<file path="src/rtl/branch_resolver_pkg.sv">
// Shared types and parameter defaults for the branch resolver.
// Optional statistics counters are enabled by defining BRANCH_RESOLVER_STATS_EN.
package branch_resolver_pkg;

   localparam int DEPTH_DEF = 4;   // in-flight predictions (power of two, 2..16)
   localparam int IDX_W_DEF = 4;   // branch-number width
   localparam int CNT_W_DEF = 16;  // statistics counter width

   // RUN: normal operation. FLUSH: one cycle spent discarding younger predictions.
   typedef enum logic {
      RUN   = 1'b0,
      FLUSH = 1'b1
   } state_e;

   // One in-flight prediction, laid out at the default branch-number width.
   typedef struct packed {
      logic [IDX_W_DEF-1:0] idx;
      logic                 taken;
   } entry_t;

endpackage

</file>
<file path="src/rtl/branch_resolver_fifo.sv">
// Program-order FIFO of in-flight predictions with a single-cycle flush.
// DEPTH must be a power of two so the pointers wrap naturally.
module branch_resolver_fifo
   import branch_resolver_pkg::*;
#(
   parameter int  DEPTH = DEPTH_DEF,
   parameter type T     = entry_t
) (
   input  logic clk,
   input  logic reset,
   input  logic i_push,
   input  logic i_pop,
   input  logic i_flush,
   input  T     i_data,
   output T     o_head,
   output logic o_full,
   output logic o_empty
);

   localparam int              PTR_W    = $clog2(DEPTH);
   localparam logic [PTR_W:0]  FULL_CNT = (PTR_W+1)'(DEPTH);

   T                 r_mem [DEPTH];
   logic [PTR_W-1:0] r_wr_ptr;
   logic [PTR_W-1:0] r_rd_ptr;
   logic [PTR_W:0]   r_count;

   assign o_full  = (r_count == FULL_CNT);
   assign o_empty = (r_count == '0);
   assign o_head  = r_mem[r_rd_ptr];

   // Entry storage, written only on an accepted push.
   // NOTE: the data array has no reset; occupancy alone decides which slots are meaningful.
   always_ff @(posedge clk) begin
      if (i_push) begin
         r_mem[r_wr_ptr] <= i_data;
      end
   end

   // Pointers and occupancy; a flush drops every entry at once.
   // NOTE: sequential state uses non-blocking assignments so every flop samples pre-edge values.
   always_ff @(posedge clk or negedge reset) begin
      if (!reset) begin
         r_wr_ptr <= '0;
         r_rd_ptr <= '0;
         r_count  <= '0;
      end else if (i_flush) begin
         r_wr_ptr <= '0;
         r_rd_ptr <= '0;
         r_count  <= '0;
      end else begin
         if (i_push) r_wr_ptr <= r_wr_ptr + 1'b1;
         if (i_pop)  r_rd_ptr <= r_rd_ptr + 1'b1;
         case ({i_push, i_pop})
            2'b10:   r_count <= r_count + 1'b1;
            2'b01:   r_count <= r_count - 1'b1;
            default: ;
         endcase
      end
   end

endmodule

</file>
<file path="src/rtl/branch_resolver.sv">
// Branch resolver: queues predictions, compares them with actual outcomes in
// program order, trains the predictor and flushes on a mispredict.
// Define BRANCH_RESOLVER_STATS_EN to build the saturating statistics counters;
// otherwise mismatch_cnt and branch_cnt are tied to zero.
module branch_resolver
   import branch_resolver_pkg::*;
#(
   parameter int DEPTH = DEPTH_DEF,
   parameter int IDX_W = IDX_W_DEF,
   parameter int CNT_W = CNT_W_DEF
) (
   input  logic             clk,
   input  logic             reset,
   input  logic             pred_valid,
   output logic             pred_ready,
   input  logic [IDX_W-1:0] pred_idx,
   input  logic             pred_taken,
   input  logic             res_valid,
   input  logic             res_taken,
   output logic             upd_valid,
   output logic [IDX_W-1:0] upd_idx,
   output logic             upd_taken,
   output logic             mispredict,
   output logic             orphan_err,
   output logic [CNT_W-1:0] mismatch_cnt,
   output logic [CNT_W-1:0] branch_cnt
);

   // Same field layout as entry_t, sized to this instance's IDX_W.
   typedef struct packed {
      logic [IDX_W-1:0] idx;
      logic             taken;
   } slot_t;

   state_e           r_state;
   logic             r_armed;
   logic             r_upd_valid;
   logic [IDX_W-1:0] r_upd_idx;
   logic             r_upd_taken;
   logic             r_mispredict;
   logic             r_orphan_err;

   slot_t w_head;
   slot_t w_push_data;
   logic  w_full;
   logic  w_empty;
   logic  w_run;
   logic  w_flush;
   logic  w_push;
   logic  w_pop;
   logic  w_orphan;
   logic  w_miss;

   assign w_run       = (r_state == RUN);
   assign w_flush     = (r_state == FLUSH);
   // r_armed keeps pred_ready low from reset until the first edge after release.
   assign pred_ready  = r_armed && w_run && !w_full;
   assign w_push      = pred_valid && pred_ready;
   assign w_pop       = res_valid && w_run && !w_empty;
   assign w_orphan    = res_valid && w_run && w_empty;
   assign w_miss      = w_pop && (w_head.taken != res_taken);
   assign w_push_data = '{idx: pred_idx, taken: pred_taken};

   branch_resolver_fifo #(
      .DEPTH (DEPTH),
      .T     (slot_t)
   ) u_fifo (
      .clk     (clk),
      .reset   (reset),
      .i_push  (w_push),
      .i_pop   (w_pop),
      .i_flush (w_flush),
      .i_data  (w_push_data),
      .o_head  (w_head),
      .o_full  (w_full),
      .o_empty (w_empty)
   );

   // Control FSM with registered training, mispredict and orphan outputs.
   always_ff @(posedge clk or negedge reset) begin
      if (!reset) begin
         r_state      <= RUN;
         r_armed      <= 1'b0;
         r_upd_valid  <= 1'b0;
         r_upd_idx    <= '0;
         r_upd_taken  <= 1'b0;
         r_mispredict <= 1'b0;
         r_orphan_err <= 1'b0;
      end else begin
         r_armed      <= 1'b1;
         r_upd_valid  <= w_pop;
         r_mispredict <= w_miss;
         r_orphan_err <= w_orphan;
         if (w_pop) begin
            r_upd_idx   <= w_head.idx;
            r_upd_taken <= res_taken;
         end
         if (w_flush) begin
            r_state <= RUN;
         end else if (w_miss) begin
            r_state <= FLUSH;
         end
      end
   end

   assign upd_valid  = r_upd_valid;
   assign upd_idx    = r_upd_idx;
   assign upd_taken  = r_upd_taken;
   assign mispredict = r_mispredict;
   assign orphan_err = r_orphan_err;

`ifdef BRANCH_RESOLVER_STATS_EN
   logic [CNT_W-1:0] r_branch_cnt;
   logic [CNT_W-1:0] r_mismatch_cnt;

   // Saturating counts of resolved branches and of mispredicts.
   always_ff @(posedge clk or negedge reset) begin
      if (!reset) begin
         r_branch_cnt   <= '0;
         r_mismatch_cnt <= '0;
      end else begin
         if (w_pop && (r_branch_cnt != '1)) begin
            r_branch_cnt <= r_branch_cnt + 1'b1;
         end
         if (w_miss && (r_mismatch_cnt != '1)) begin
            r_mismatch_cnt <= r_mismatch_cnt + 1'b1;
         end
      end
   end

   assign branch_cnt   = r_branch_cnt;
   assign mismatch_cnt = r_mismatch_cnt;
`else
   assign branch_cnt   = '0;
   assign mismatch_cnt = '0;
`endif

endmodule

</file>
<file path="config.mk">
export PLATFORM = sky130hd
export DESIGN_NAME = branch_resolver
export DESIGN_NICKNAME = d
export VERILOG_FILES = /design/src/rtl/branch_resolver_pkg.sv /design/src/rtl/branch_resolver_fifo.sv /design/src/rtl/branch_resolver.sv
export SDC_FILE = /design/constraint.sdc
export NUM_CORES = 1
export LEC_CHECK = 0
export BUFFER_PORTS_ARGS = -buffer_cell sky130_fd_sc_hd__buf_2
export CAP_MARGIN = 20
export CORE_AREA = 3 3 76 78
export DETAILED_ROUTE_END_ITERATION = 12
export DIE_AREA = 0 0 79 81
export GPL_ROUTABILITY_DRIVEN = 0
export HOLD_SLACK_MARGIN = 0.12
export PLACE_DENSITY = 0.56
export SYNTH_ARGS = -nofsm -noshare
export SYNTH_HDL_FRONTEND = slang
export SYNTH_HIERARCHICAL = 1
export SYNTH_SLANG_ARGS = --single-unit
</file>
<file path="constraint.sdc">
create_clock -name clk -period 3.2 [get_ports clk]
set_input_delay 0.16 -clock clk [delete_from_list [all_inputs] [get_ports clk]]
set_output_delay 0.16 -clock clk [all_outputs]
set_load 0.005 [all_outputs]
</file>
==> Word level (Yosys, flattened, before mapping) <==
Memories as Yosys holds them, arrays and structs flattened.
Index checks and enable logic that the tools add are counted.
{ "classes": {"addsub": 4, "n_mul": 0, "div_mod_pow": 0, "order_cmp": 0, "eq_ne": 4, "shifts": 0, "n_mux": 10, "n_bitwise": 1, "n_reduce_logical": 13} }
{ "op_table": {"columns": ["cell", "n"], "rows": [
  ["2-bit two-way mux", 4],
  ["1-bit logical AND", 7],
  ["3-bit case mux with 2 select lines", 1],
  ["2-bit by 1-bit adder with 2-bit output, second input constant", 2],
  ["1-bit two-way mux", 4],
  ["2-bit nonzero test", 2],
  ["3-bit by 1-bit adder with 3-bit output, second input constant", 1],
  ["3-bit == test, second input constant", 1],
  ["3-bit logical NOT", 1],
  ["3-bit two-way mux", 1],
  ["3-bit nonzero test", 1],
  ["3-bit by 1-bit subtractor with 3-bit output, second input constant", 1],
  ["2-bit by 1-bit == test with 1-bit output, second input constant", 1],
  ["2-bit == test, second input constant", 1],
  ["1-bit logical NOT", 2],
  ["1-bit != test", 1],
  ["1-bit NOT", 1]
]} }
{ "totals": {"register_bits": 17, "latchBits": 0, "ram_bits": 20, "mem_bits_ro": 0, "in_bits": 10, "wordCells": 43, "n_memories": 1} }
{ "mem_list": {"columns": ["memory", "depth", "width", "read_ports", "rd_ports_with_merged_regs", "write_ports", "line_no", "source"], "rows": [
  ["u_fifo.r_mem", 4, 5, 1, 0, 1, "branch_resolver_fifo.sv:23", "T r_mem [DEPTH];"]
]} }

==> Logic depth before layout (Yosys ltp) <==
Gate-level depths: netlist (run 1).
{ "depth": {"depth_word": 7, "depth_mapped": 9} }

==> By module <==
The synthesis (run 1) kept the hierarchy.
{ "modules_own_cells": {"columns": ["mod", "instances", "cells_each", "area_each_um2", "seq_area_each_um2"], "rows": [
  ["branch_resolver_fifo", 1, 68, 1164.9, 775.7],
  ["branch_resolver", 1, 56, 620.6, 250.2]
]} }

==> Least setup slack after synthesis (run 1) <==
OpenSTA, ideal clock, no wires.
{ "synth_path": {"kind": "reg2reg", "start": "register r_state", "end": "register u_fifo.r_count[2]", "setup_time_ns": 0.133, "t_arrival_ns": 2.030, "slack_ns": 1.037, "stages_incl_launch_ff": 9, "path_buffers": 1, "cell_sequence": "dfrtp_1 nor3b_1 and2_1 buf_2 nor2b_1 fa_1 and3b_1 nor3_1 nor3b_2"} }
{ "synth_via": {"elab_chain_cells": 7, "elab_cells_between_ends": 11} }
{ "synth_lines": {"columns": ["item", "line_no", "source"], "rows": [
  ["start, declared", "branch_resolver.sv:35", "state_e r_state;"],
  ["start signal, assigned", "branch_resolver.sv:82", "r_state <= RUN;"],
  ["start signal, assigned", "branch_resolver.sv:99", "r_state <= RUN;"],
  ["start signal, assigned", "branch_resolver.sv:101", "r_state <= FLUSH;"],
  ["1-bit NOT *", "branch_resolver.sv:54", "assign w_run = (r_state == RUN);"],
  ["1-bit logical AND * (2 in series)", "branch_resolver.sv:57", "assign pred_ready = r_armed && w_run && !w_full;"],
  ["net pred_ready", "branch_resolver.sv:15", "output logic pred_ready,"],
  ["1-bit logical AND *", "branch_resolver.sv:58", "assign w_push = pred_valid && pred_ready;"],
  ["net w_push", "branch_resolver.sv:49", "logic w_push;"],
  ["2-bit by 1-bit == test with 1-bit output / 2-bit == test (equally long branches)", "branch_resolver_fifo.sv:54", "case ({i_push, i_pop})"],
  ["3-bit case mux with 2 select lines", "branch_resolver_fifo.sv:54", null],
  ["3-bit two-way mux", "branch_resolver_fifo.sv:47", "end else if (i_flush) begin"],
  ["end signal, assigned", "branch_resolver_fifo.sv:55", "2'b10: r_count <= r_count + 1'b1;"],
  ["end signal, assigned", "branch_resolver_fifo.sv:56", "2'b01: r_count <= r_count - 1'b1;"],
  ["end, declared", "branch_resolver_fifo.sv:26", "logic [PTR_W:0] r_count;"]
]} }
Mark *: on every way through the listed nets, which the timed path passes. The rest lies on a longest branch.
A chain may end at the register's enable or synchronous reset.

==> Worst setup path after layout (run 1) <==
{ "layout_path": {"start": "register r_state", "end": "register u_fifo.r_count[2]"} }
{ "layout_via": {"elab_chain_cells": 7, "elab_cells_between_ends": 11} }
{ "layout_lines": {"columns": ["item", "line_no"], "rows": [
  ["1-bit NOT *", "branch_resolver.sv:54"],
  ["1-bit logical AND * (2 in series)", "branch_resolver.sv:57"],
  ["1-bit logical AND *", "branch_resolver.sv:58"],
  ["net w_push", "branch_resolver.sv:49"],
  ["2-bit by 1-bit == test with 1-bit output / 2-bit == test (equally long branches)", "branch_resolver_fifo.sv:54"],
  ["3-bit case mux with 2 select lines", "branch_resolver_fifo.sv:54"],
  ["3-bit two-way mux", "branch_resolver_fifo.sv:47"]
]} }
Marked as above.

==> reports/results.tsv, run 1 <==
stage	metric	value	unit
outcome	status	finished, final reports clean	
synth	yosysSeqAreaShare	57.5	%
global_route	antenna_found_initial	0	
sta	min_period	2.37	ns
routing	avgRoutedWirePerCell	11.8	um
finish	stdcell_area	1990	um2
floorplanning	ios	51	
routing	wirelength	2610	um
sta	period_share	74.1	%
sta	drv_slew	0	
clock_network	cts-root-buf	clkbuf_8	
synth	synth-main-ff-cell	edfxtp_1	
sta	timing.clock.skew	0.00760	ns
finish	layout-drive-gt1-share	27.6	%
sta	worst_slew_pin_slew	0.715	ns
global_route	grt_pass1_vias	844	
placement	post-place-ws	0.844	ns
setup_path	critPathLaunchType	flop	
synth	synth_cell_types	27	
pwr	ir_worst_vdd	0.000398	V
setup_path	required	3.35	ns
finish	area_growth	11.4	%
synth	synth_top_area_share	33.6	%
sta	setup_violations	0	
synth	syn-cell-area	1790	um2
global_route	grt_start_max_net_pins	18	
synth	yosys_register_bits	37	
pwr	p_per_area	776	nW/um2
setup_path	arrival	2.53	ns
synth	synth_common_cells	buf_4 (32), edfxtp_1 (20), dfrtp_1 (17)	
synth	avgSynthCellArea	14.4	um2
synth	yosysMostFrequentCell	buf_4	
synth	synth_top_cell_by_area	edfxtp_1	
clock_network	cts_sinks	37	
clock_network	tritoncts	yes	
routing	ant_nets	0	
routing	vias	859	
clock_network	clk-insertion-delay-late	0.28	ns
placement	place_area	1830	um2
clock_network	post_cts_buffers	0	
routing	drc	0	
floorplanning	die_y	81	um
floorplanning	coreArea	5140	um2
clock_network	clkTransAtPathRegs	0.07	ns
synth	synthArstFlopShare	45.9	%
sta	rsz0062_at_grt	false	
placement	io_buffers	18	
floorplanning	start_util	34.7	%
pwr	power.leakage	0.847	nW
floorplanning	die_width	79	um
routing	drtIter0Drc	8	
clock_network	ctsHoldBuffers	6	
synth	synth_edf_count	20	
finish	n_antenna_cell	0	
synth	synth_warnings	6	
setup_path	worstSetupEndpointType	flop	
global_route	grt_pass1_wl	4120	um
synth	netlist_instances	124	
finish	finalNetCount	166	
routing	dr.pass1.iters	2	
global_route	grt_use_total	8.70	%
min_path	min_path_type	in2reg	
setup_path	path_class	reg2reg	
sta	finalSetupTns	0	ns
sta	clock.fmax	422	MHz
synth	ys_top_cells_by_area	edfxtp_1 (34%), dfrtp_1 (24%), buf_4 (13%), mux4_2 (6.3%), mux2_2 (3.2%)	
clock_network	cts-resized-gates	0	
sta	worst_slack	0.828	ns
sta	hold_violations	0	
run	drv_cap	0	
floorplanning	rows	26	
setup_path	r2r_slack	0.83	ns
global_route	grt_overflow	0	
floorplanning	dieArea	6400	um2
placement	post-dp-hpwl	1850	um
setup_path	cp_max_fo	10	
clock_network	numCtsBuffers	5	
finish	fillers	492	
clock_network	htree_num_levels	2	
sta	timing.slew.headroom	52.3	%
clock_network	clk_path_buf_depth	2	
routing	viasPerCell	3.87	
critical path: stages, from the launching register on:
cell,delay (ns)
dfrtp_1,0.53
nor3b_1,0.28
and2_1,0.41
nor2b_1,0.12
fa_1,0.42
and3b_1,0.21
nor3_1,0.22
nor3b_2,0.07
area by class of cell:
cell class / count / area, um2 / area share (%)
clock buffer: 7 / 97.6 / 4.91
inverter: 2 / 7.51 / 0.378
multi-input combinational: 81 / 614 / 30.9
tap: 70 / 87.6 / 4.41
clock inverter: 1 / 5.00 / 0.252
sequential: 37 / 1030 / 51.6
timing repair buffer: 24 / 150 / 7.55
power by group:
part | switching, mW | internal (mW)
clock | 0.154 | 0.200
combinational | 0.200 | 0.257
sequential | 0.109 | 0.623
total | 0.463 | 1.08
final timing paths:
check,from,depth (start not counted),end
min reg2reg,upd_idx[1]$_DFFE_PN0P_,1,upd_idx[1]$_DFFE_PN0P_
max in group asynchronous,reset,2,upd_idx[0]$_DFFE_PN0P_
min in group asynchronous,reset,2,upd_idx[2]$_DFFE_PN0P_
max reg2reg,r_state$_DFF_PN0_,7,u_fifo/r_count[2]$_DFFE_PN0P_
max,r_state$_DFF_PN0_,7,u_fifo/r_count[2]$_DFFE_PN0P_
min,res_taken,2,upd_taken$_DFFE_PN0P_
metal layers:
| layer | vias up | GRT usage, % | part of all wire [%] |
|---|---|---|---|
| li1 | 406 | - | - |
| met5 | - | 0 | 0 |
| met2 | 40 | 13.4 | 48 |
| met3 | 4 | 2.77 | 7.4 |
| met1 | 409 | 11.1 | 43 |
| met4 | 0 | 4.47 | 1.7 |
sequential cells by signal, summed over array words and instances, names as in the netlist:
| signal | flops |
|---|---|
| u_fifo/r_rd_ptr | 2 |
| r_armed | 1 |
| u_fifo/r_count | 3 |
| upd_taken | 1 |
| upd_valid | 1 |
| mispredict | 1 |
| orphan_err | 1 |
| r_state | 1 |
| u_fifo/r_wr_ptr | 2 |
| upd_idx | 4 |
| u_fifo/r_mem | 20 |
kinds of logic after synthesis:
kind of cell | count (synthesis) | synth area share (%)
adders and majority gates | 5 | 3.92
other | 2 | 0.421
AOI/OAI and AO/OA | 1 | 0.280
buffers and inverters | 37 | 14.6
DFF | 37 | 57.5
muxes | 12 | 10.6
and+or+nand+nor | 24 | 9.32
xor gates and xnor gates | 6 | 3.36
per-stage QoR:
stage	hold WS [ns]	cells	total power, mW	util (%)
after floorplan	-0.136	155	1.10	-
after global placement	0.120	208	1.19	35.5
after detailed placement	0.124	208	1.20	35.5
after CTS	0.133	222	1.57	38.7
after global routing	0.142	222	1.65	38.7
final	0.144	222	1.54	38.7
cells in the final DEF, fill, tap and decap left out, drive strengths merged, types with 3 or more instances in the layout:
cell type	synthesis	final
conb	2	33
edfxtp	20	20
buf	34	18
dfrtp	17	17
and2	7	7
clkbuf	1	7
dlygate4sd3	0	6
nor2	6	6
mux2	5	5
mux4	5	5
nor3b	5	5
ha	4	4
xnor2	3	3
xor2	3	3
(Power assumes the default switching activity.)
==> run 2, diff against run 1 <==
==> constraint.sdc (replaced) <==
create_clock -name clk -period 2.4 [get_ports clk]
set_input_delay 0.12 -clock clk [delete_from_list [all_inputs] [get_ports clk]]
set_output_delay 0.12 -clock clk [all_outputs]
set_load 0.005 [all_outputs]
==> reports/results.tsv, run 2 (same netlist as run 1, synthesis figures left out) <==
stage	metric	value	unit
outcome	status	finished, final reports clean	
pwr	p_int	1.51	mW
finish	final_common_cell	conb_1	
routing	drtIter0Drc	18	
floorplanning	start_util	34.7	%
clock_network	cts-resized-gates	0	
routing	vias	910	
finish	largest_register	u_fifo/r_mem	
clock_network	clk_path_buf_depth	2	
sta	timing.clock.skew	0.00936	ns
floorplanning	coreArea	5140	um2
global_route	grt_use_total	9.69	%
clock_network	post_cts_buffers	0	
sta	setup_violations	0	
setup_path	worstSetupEndpointType	flop	
setup_path	arrival	2.28	ns
pwr	power.leakage	0.871	nW
placement	post-dp-hpwl	2030	um
global_route	grt_start_max_net_pins	18	
placement	io_buffers	18	
pwr	p_sw_share	29.6	%
floorplanning	die_y	81	um
setup_path	required	2.56	ns
sta	clock.fmax	472	MHz
clock_network	cts-root-buf	clkbuf_8	
sta	hold_ws	0.295	ns
setup_path	critPathLaunchType	flop	
routing	wirelength	2780	um
sta	min_period	2.12	ns
routing	drc	0	
run	drv_cap	0	
global_route	grt_pass1_vias	933	
sta	rsz0062_at_grt	false	
pwr	seqPwrFrac	44.7	%
pwr	p_sw	0.634	mW
sta	worst_slack	0.284	ns
global_route	antenna_found_initial	0	
clock_network	ctsHoldBuffers	8	
floorplanning	ios	51	
clock_network	numCtsBuffers	5	
routing	ant_nets	0	
sta	period_share	88.2	%
setup_path	path_class	reg2reg	
floorplanning	dieArea	6400	um2
routing	avgRoutedWirePerCell	12.3	um
placement	post-place-ws	0.289	ns
pwr	combPwrFrac	31.4	%
clock_network	htree_num_levels	2	
floorplanning	die_width	79	um
floorplanning	rows	26	
clock_network	cts_sinks	37	
clock_network	tritoncts	yes	
pwr	ir_worst_vdd	0.000383	V
sta	drv_slew	0	
finish	layout-drive-gt1-share	28.0	%
global_route	grt_overflow	0	
global_route	grt_pass1_wl	4530	um
finish	area_growth	13.9	%
min_path	min_path_type	in2async	
clock_network	clkTransAtPathRegs	0.07	ns
finish	finalNetCount	171	
routing	viasPerCell	4.01	
sta	finalSetupTns	0	ns
pwr	p_per_area	1050	nW/um2
sta	hold_violations	0	
pwr	power_frac_clock	23.9	%
finish	fin_util	39.6	%
finish	n_antenna_cell	0	
setup_path	cp_max_fo	4	
routing	dr.pass1.iters	4	
finish	layout_common_cells	conb_1 (33), edfxtp_1 (20), buf_2 (18)	
finish	fillers	508	
finish	largest_reg_flops	20	
clock_network	clk-insertion-delay-late	0.29	ns
==> run 2: metrics by stage <==
stage          cells  cell area (um2)  total power, mW
6_report         227             2030             2.14
2_1_floorplan    155             1900             1.46
5_1_grt          227             2030             2.30
3_3_place_gp     211             1850             1.61
4_1_cts          227             2030             2.18
3_5_place_dp     211             1850             1.65
==> run 2: cell type report <==
cell class | count | area [um2] | share of cell area (%)
Clock inverter | 2 | 33.8 | 1.66
Inverter | 2 | 7.51 | 0.369
Clock buffer | 6 | 72.6 | 3.57
Timing Repair Buffer | 29 | 193 | 9.47
Multi-Input combinational cell | 81 | 614 | 30.2
Tap cell | 70 | 87.6 | 4.31
Sequential cell | 37 | 1030 | 50.4
==> run 2: per-layer routing <==
layer	wire length [um]	track usage (%)	up-vias
met5	0	0	-
met4	42	3.78	0
met3	224	4.10	6
met2	1430	15.6	40
met1	1080	11.6	447
li1	-	-	417
==> run 2: critical path, cell delays in order (launching register included) <==
cell	delay [ns]
dfrtp_1	0.40
nor3b_1	0.16
nor3b_1	0.24
and2_1	0.20
nor2b_1	0.07
fa_1	0.40
and3b_1	0.21
nor3_1	0.25
nor3b_2	0.07
==> run 2: final timing paths <==
check / from / endpoint / slack, ns / cells after the start
hold reg to reg: upd_idx[1]$_DFFE_PN0P_ / upd_idx[1]$_DFFE_PN0P_ / 0.50 / 1
setup reg to reg: u_fifo/r_count[2]$_DFFE_PN0P_ / u_fifo/r_count[2]$_DFFE_PN0P_ / 0.28 / 8
max in group asynchronous: reset / u_fifo/r_count[2]$_DFFE_PN0P_ / 1.80 / 2
hold / removal: reset / upd_idx[2]$_DFFE_PN0P_ / 0.29 / 2
setup / recovery: u_fifo/r_count[2]$_DFFE_PN0P_ / u_fifo/r_count[2]$_DFFE_PN0P_ / 0.28 / 8
min in group clk: pred_valid / u_fifo/r_wr_ptr[0]$_DFFE_PN0P_ / 0.44 / 5
==> run 2: power groups by stage <==
stage / logic, mW / registers (mW) / clock network (mW)
floorplan: 0.528 / 0.935 / 0
global placement: 0.645 / 0.967 / 0
detailed placement: 0.673 / 0.977 / 0
CTS: 0.686 / 0.964 / 0.533
global route: 0.757 / 0.985 / 0.556
finish: 0.672 / 0.957 / 0.512
